===== src/rtl/instr_mem_loader.sv =====
// instr_mem_loader: program store for the 8-bit core; streams an image in over
// valid/ready, holds the core in reset until loaded, then serves mem[pc].
// Optional feature macro: LOADER_CHECKSUM_EN adds the checksum output.
module instr_mem_loader #(
   parameter int         DEPTH     = 256,
   parameter logic [7:0] NOP_INSTR = 8'h00
) (
   input  logic       clk,
   input  logic       reset,
   input  logic       load_start,
   input  logic       load_valid,
   input  logic [7:0] load_data,
   input  logic       load_last,
   output logic       load_ready,
   input  logic [7:0] pc,
   output logic [7:0] instruction,
   output logic       cpu_reset,
   output logic [8:0] program_length,
   output logic       overflow
`ifdef LOADER_CHECKSUM_EN
   ,
   output logic [7:0] checksum
`endif
);

   typedef enum logic [1:0] {IDLE, LOAD, RUN} state_t;

   localparam int         AW        = (DEPTH > 1) ? $clog2(DEPTH) : 1;
   localparam logic [8:0] LAST_ADDR = 9'(DEPTH - 1);

   state_t     state, state_nxt;
   logic [8:0] wp, wp_nxt;
   logic       ovf_nxt;
   logic       xfer;
   logic [7:0] mem [DEPTH];

   // Next state, write pointer and overflow; a start always wins over data
   always_comb begin
      state_nxt = state;
      wp_nxt    = wp;
      ovf_nxt   = overflow;
      xfer      = 1'b0;
      if (load_start) begin
         state_nxt = LOAD;
         wp_nxt    = '0;
         ovf_nxt   = 1'b0;
      end else if (state == LOAD && load_valid) begin
         xfer   = 1'b1;
         wp_nxt = wp + 9'd1;
         if (load_last) begin
            state_nxt = RUN;
         end else if (wp == LAST_ADDR) begin
            state_nxt = RUN;
            ovf_nxt   = 1'b1;
         end
      end
   end

   // State register; cpu_reset is registered from the next state
   always_ff @(posedge clk or negedge reset) begin
      if (!reset) begin
         state     <= IDLE;
         wp        <= '0;
         overflow  <= 1'b0;
         cpu_reset <= 1'b1;
      end else begin
         state     <= state_nxt;
         wp        <= wp_nxt;
         overflow  <= ovf_nxt;
         cpu_reset <= (state_nxt != RUN);
      end
   end

   // Program array, written only during LOAD and never reset
   always_ff @(posedge clk) begin
      if (xfer) mem[wp[AW-1:0]] <= load_data;
   end

   // The write pointer doubles as the image length
   assign program_length = wp;
   assign load_ready     = (state == LOAD);
   assign instruction    = (state == RUN && {1'b0, pc} < wp) ? mem[pc[AW-1:0]] : NOP_INSTR;

`ifdef LOADER_CHECKSUM_EN
   // Mod-256 sum of bytes accepted since the last start
   always_ff @(posedge clk or negedge reset) begin
      if (!reset) checksum <= 8'h00;
      else if (load_start) checksum <= 8'h00;
      else if (xfer) checksum <= checksum + load_data;
   end
`endif

endmodule


===== config.mk =====
export PLATFORM = sky130hd
export DESIGN_NAME = instr_mem_loader
export DESIGN_NICKNAME = d
export VERILOG_FILES = /design/src/rtl/instr_mem_loader.sv
export SDC_FILE = /design/constraint.sdc
export NUM_CORES = 2
export LEC_CHECK = 0
export CAP_MARGIN = 10
export CORE_MARGIN = 3
export CORE_UTILIZATION = 51
export DETAILED_ROUTE_END_ITERATION = 7
export GPL_ROUTABILITY_DRIVEN = 1
export PLACE_DENSITY_LB_ADDON = 0.3
export SLEW_MARGIN = 10
export SYNTH_ARGS = -nofsm -noshare
export SYNTH_HDL_FRONTEND = slang
export SYNTH_SLANG_ARGS = --single-unit

===== constraint.sdc =====
create_clock -name clk -period 6.1 [get_ports clk]
set_input_delay 1.83 -clock clk [delete_from_list [all_inputs] [get_ports clk]]
set_output_delay 1.83 -clock clk [all_outputs]
set_load 0.01 [all_outputs]

# ---- Word-level counts from Yosys, hierarchy flattened
# Memories as Yosys holds them, arrays and structs flattened.
# Cells that the tools add are included.
dict set report op_classes {
  n_mux 15
  add_sub_neg 1
  n_lt_le_gt_ge 1
  n_bitwise 0
  n_eq_ne 5
  mul 0
  shift 0
  div_mod_pow 0
  n_reduce_logical 5
}
# operator n
set op_table {}
lappend op_table {{two-way mux 9 bit} 2}
lappend op_table {{adder 9 x 1 -> 9 bit, second input constant} 1}
lappend op_table {{equality test 9 x 8 -> 1 bit, second input constant} 1}
lappend op_table {{< comparator 8 x 9 -> 1 bit} 1}
lappend op_table {{two-way mux 1 bit} 8}
lappend op_table {{two-way mux 2 bit} 4}
lappend op_table {{two-way mux 8 bit} 1}
lappend op_table {{inequality test 2 bit, second input constant} 2}
lappend op_table {{nonzero test 2 bit} 2}
lappend op_table {{AND reduction 3 bit} 1}
lappend op_table {{equality test 2 x 1 -> 1 bit, second input constant} 1}
lappend op_table {{equality test 2 bit, second input constant} 1}
lappend op_table {{logical AND 1 bit} 2}
dict set report word_totals {
  inputBits 21
  ram_bits 2048
  output_inout_bits 20
  rom_bits 0
  latch_bits 0
  mem_count 1
  reg_bits 13
  elab_cells 32
}
# memory depth word_bits rd rd_ports_with_merged_regs write_ports line_no
set memory_table {}
lappend memory_table {mem 256 8 1 0 1 35} ;# logic [7:0] mem [DEPTH];

# ---- Logic depth before layout (Yosys ltp)
dict set report depth {
  word_depth 6
  mapped_depth 12
  ltp_nobuf 9
}

# ---- Worst setup path before layout
# OpenSTA, ideal clock, no wires.
dict set report synth_timing {
  kind {input -> output}
  startpoint {in pc[7]}
  endpoint {out instruction[1]}
  arrival_ns 3.720
  path_stages 8
  required_time_ns 4.270
  path_buffers 0
  setup_slack_ns 0.550
  path_cell_list {ha_1 > or3_1 > a2111oi_0 > o21ai_1 > a21oi_1 > nand2_1 > a211o_1 > nand4_1}
}
dict set report synth_via {
  elab_chain_len 3
  word_cells_on_any_way 4
  cone_classes {1 x order compare; 1 x mux; 1 x reduce/logical; 1 x memory}
}
# element line_no
set synth_rtl {}
lappend synth_rtl {{start: declaration} 15} ;# input logic [7:0] pc,
lappend synth_rtl {{branches (longest 2 deep; another with memory read (256 x 8 bit))} --}
lappend synth_rtl {{two-way mux 8 bit (*)} 82} ;# assign instruction = (state == RUN && {1'b0, pc} < wp) ? mem[pc[AW-1:0]] : NOP_INSTR;
lappend synth_rtl {{end: declaration} 16} ;# output logic [7:0] instruction,
# Every way passes the cells marked *.

# ---- Worst setup path after layout
dict set report layout_timing {
  startpoint {in pc[0]}
  endpoint {out instruction[7]}
}
# The elaborated chain is that of the path after synthesis.

==> summary.md <==
| Metric | Value |
|---|---|
| Status | `finished, violations left` |
| Failing checks | `setup timing` |
| Worst Path Class, Setup | `in2out` |
| Via count | `44370` |
| Max cap viols | `0` |
| DR iter-0 viols | `approximately 5700` |
| Synth warnings | `0` |
| Signal arrival time at the worst endpoint | `~4600 ps` |
| Worst reg2reg path startpoint | `state[1]` |
| GRT Util Overall | `27.29%` |
| Worst Hold Class | `reg2reg` |
| Max clock buf depth | `3` |
| Reg2Reg Depth | `6` |
| Vias/cell | `~6.4` |
| Initial Utilization | `about half` |
| RSZ-0062 raised after global routing | `yes` |
| Sink Count | `2061` |
| H-tree lvl count | `4` |
| CP Launch Point | `pc[0]` |
| Mean post-synth cell area | `approximately 20 sq um` |
| Comb pwr share | `6.3%` |
| Root Buffer | `clkbuf_16` |
| Final period util | `104.8%` |
| FF+latch area | `61830 sq um` |
| Syn Nets | `4143` |
| Vias in the first global route | `43970` |
| Max Used Layer | `met5` |
| HPWL Detailed | `between 100000 and 150000 um` |
| Layout cell share with drive strength beyond 1 | `29.80%` |
| CTS tree | `yes` |
| Initial DRT Pass Iterations | `5` |
| Clock skew | `approximately 25 ps` |
| Max VDD drop | `238.5 uV` |
| Initial antenna violation count | `6` |
| Switch Pwr | `roughly 6.4 mW` |
| CP required | `4270 ps` |
| Pleak | `roughly 32 nW` |
| F_max | `between 150 and 200 MHz` |
| Clock Power Share | `just over 40%` |
| Slew Viols, Final | `0` |
| Core Rows | `around 150` |
| Horiz. Die Dim | `slightly above 400 um` |
| Relative slew slack | `between 20 and 25%` |
| # fillers | `around 11000` |
| Remaining DRCs | `0` |
| Top Ports | `between 40 and 50` |
| Period minus WS final | `6390 ps` |
| Seq cells post-synth | `2061` |
| Startpoint types | `primary input` |
| Core Footprint | `around 160000 sq um` |
| Reg power frac | `52.3%` |
| Worst R2R End | `mem[128][0]` |
| Met3 wire len | `approximately 26000 um` |
| Reg2reg setup slack | `around 2500 ps` |
| CP Max Fanout | `9` |
| GRT overflow | `0` |
| Pint | `23.40 mW` |
| Final hold vios | `0` |
| Sequential share of the synthesized area | `~76%` |
| WL met1 | `around 85000 um` |
| Worst Slack Setup Final | `-290.1 ps` |
| CP Capture Type | `primary output` |
| WL/cell | `32.05 um` |
| Largest net degree at the start of global routing | `132` |
| Setup violators final | `8` |
| Total Wirelength | `222800 um` |
| # hold bufs at CTS | `0` |
| Num CTS Buffers | `about 200` |
| Layout area overhead | `18.50%` |
| Die Y | `between 400 and 500 um` |
| Clk slew on worst S/H paths | `roughly 60 ps` |
| IO buf count | `40` |
| Synth Instances | `4110` |
| CP endpoint | `instruction[7]` |
| Power Density | `~310 nW/um^2` |
| Worst-Skew Late Latency | `840 ps` |
| Multi-input gate area | `18360 sq um` |
| First-pass GRT wire length | `around 320000 um` |
| Placer Congestion | `0.9014` |
| Met2 WL | `just over 100000 um` |
| Post-DRT Antenna Nets | `0` |
| Synthesized area | `~81000 sq um` |
| Placed Area | `87960 sq um` |
| Number of diodes | `0` |
| Sw Ratio | `a little over a fifth` |
| Worst-Margin Slew | `about 1200 ps` |
| Fin area | `a little under 100000 sq um` |
| Nets@finish | `around 4800` |
| Die area | `around 160000 sq um` |
| Asr flop ratio synth | `less than 1%` |
| Main synth FF type | `edfxtp_1` |
| Post-synth EDFFs | `2048` |
| Synth cell types | `66` |
| Dpl ws | `-1009 ps` |
worst max-delay path, stage by stage:
cell	delay, ps
buf_16	170
buf_16	200
buf_6	150
buf_12	150
mux4_2	530
o21ai_0	230
a211oi_1	120
buf_4	170
o21ai_0	150
and3_1	170
nand4_1	350
buf_2	290
worst min-delay path by stage:
stage | start | endpoint | slack, ps | depth (start not counted)
CTS | overflow | overflow | 530 | 2
finish | overflow | overflow | 530 | 2
global route | overflow | overflow | 580 | 2
floorplan | state[1] | state[1] | 520 | 2
detailed placement | overflow | overflow | 500 | 2
global placement | overflow | overflow | 500 | 2
synth_stat cells, drive strengths merged, types with 8 or more instances:
master / n / share of area (%)
buf: 142 / 1.5
a221oi: 103 / 1.2
mux2i: 320 / 3.9
nand4: 17 / 0.13
nor2b: 12 / 0.092
a21oi: 66 / 0.41
dfrtp: 12 / 0.37
o22ai: 15 / 0.12
mux2: 14 / 0.19
o31ai: 19 / 0.18
edfxtp: 2048 / 76
a211oi: 19 / 0.18
ha: 12 / 0.18
nor2: 340 / 1.6
nor3: 30 / 0.18
a31oi: 10 / 0.077
a32oi: 8 / 0.086
a221o: 47 / 0.58
nand2: 74 / 0.34
nand3: 33 / 0.20
a22oi: 78 / 0.72
o211ai: 11 / 0.10
o21ai: 83 / 0.51
clkbuf: 122 / 0.56
mux4: 349 / 9.7
inv: 14 / 0.065
nand2b: 19 / 0.15
registers in the layout, summed over array words and instances, names as in the netlist:
name,count
state,2
program_length,9
mem,2048
cpu_reset,1
overflow,1
per-stage QoR:
stage | total power, mW | utilization, % | cells | setup TNS [ps] | hold WS (ps)
floorplan | 16.67 | - | 4110 | 0 | 521.0
global placement | 17.56 | 55.98 | 6531 | -7021 | 504.2
detailed placement | 17.58 | 55.98 | 6531 | -6681 | 501.7
CTS | 29.83 | 60.97 | 6945 | -1479 | 533.3
global route | 30.48 | 61.24 | 6951 | -1789 | 583.3
finish | 29.78 | 61.24 | 6951 | -1546 | 529.8
power by group through the flow:
stage | Clock [mW] | Sequential, mW | Combinational (mW)
final | 12.3 | 15.6 | 1.87
after global routing | 13.0 | 15.6 | 1.93
after CTS | 12.4 | 15.6 | 1.81
after detailed placement | 0 | 15.9 | 1.69
after global placement | 0 | 15.9 | 1.67
after floorplan | 0 | 15.9 | 0.784
cells in the final DEF, fill, tap and decap left out, types with 29 or more instances in the layout:
cell / count
a21oi_1: 48
buf_4: 503
o21ai_0: 59
clkbuf_1: 29
buf_6: 37
mux2i_1: 317
clkinv_2: 34
nor2_1: 329
mux4_2: 348
a221o_1: 47
clkinv_1: 57
clkbuf_16: 200
buf_12: 77
nand3_1: 31
a22oi_1: 53
a221oi_1: 81
nand2_1: 71
edfxtp_1: 2048
routing by layer:
layer | vias up | track usage [%]
li1 | 18240 | -
met5 | - | 0
met4 | 2 | 9.216
met2 | 2631 | 42.00
met3 | 433 | 5.945
met1 | 23070 | 39.15
final cells by class:
cell class | instances | area share [%]
clock buffers | 231 | 5.320
clock inverters | 135 | 1.458
inverters | 14 | 0.05982
multi-input cells | 1771 | 19.08
flip-flops and latches | 2061 | 64.26
well taps | 2058 | 2.676
repair buffers | 681 | 7.144
kinds of logic after synthesis:
kind of cell / Yosys count / share of synthesized area, %
AND/OR/NAND/NOR: 561 / 2.957
buffers and inverters: 278 / 2.170
AO/OA/AOI/OAI: 508 / 4.637
adder cells (fa/ha/maj): 12 / 0.1849
XOR/XNOR: 7 / 0.07551
multiplexers: 683 / 13.83
flip-flops: 2061 / 76.15
timing repair:
action / 4_1_cts / 5_1_grt
endpoints found under the setup margin: 8 / 8
resized for setup: 179 / 79
pin swaps: 38 / 42
setup buffers: 39 / 4
gates cloned: 11 / 2
No activity file was read; power rests on OpenSTA's default activity.
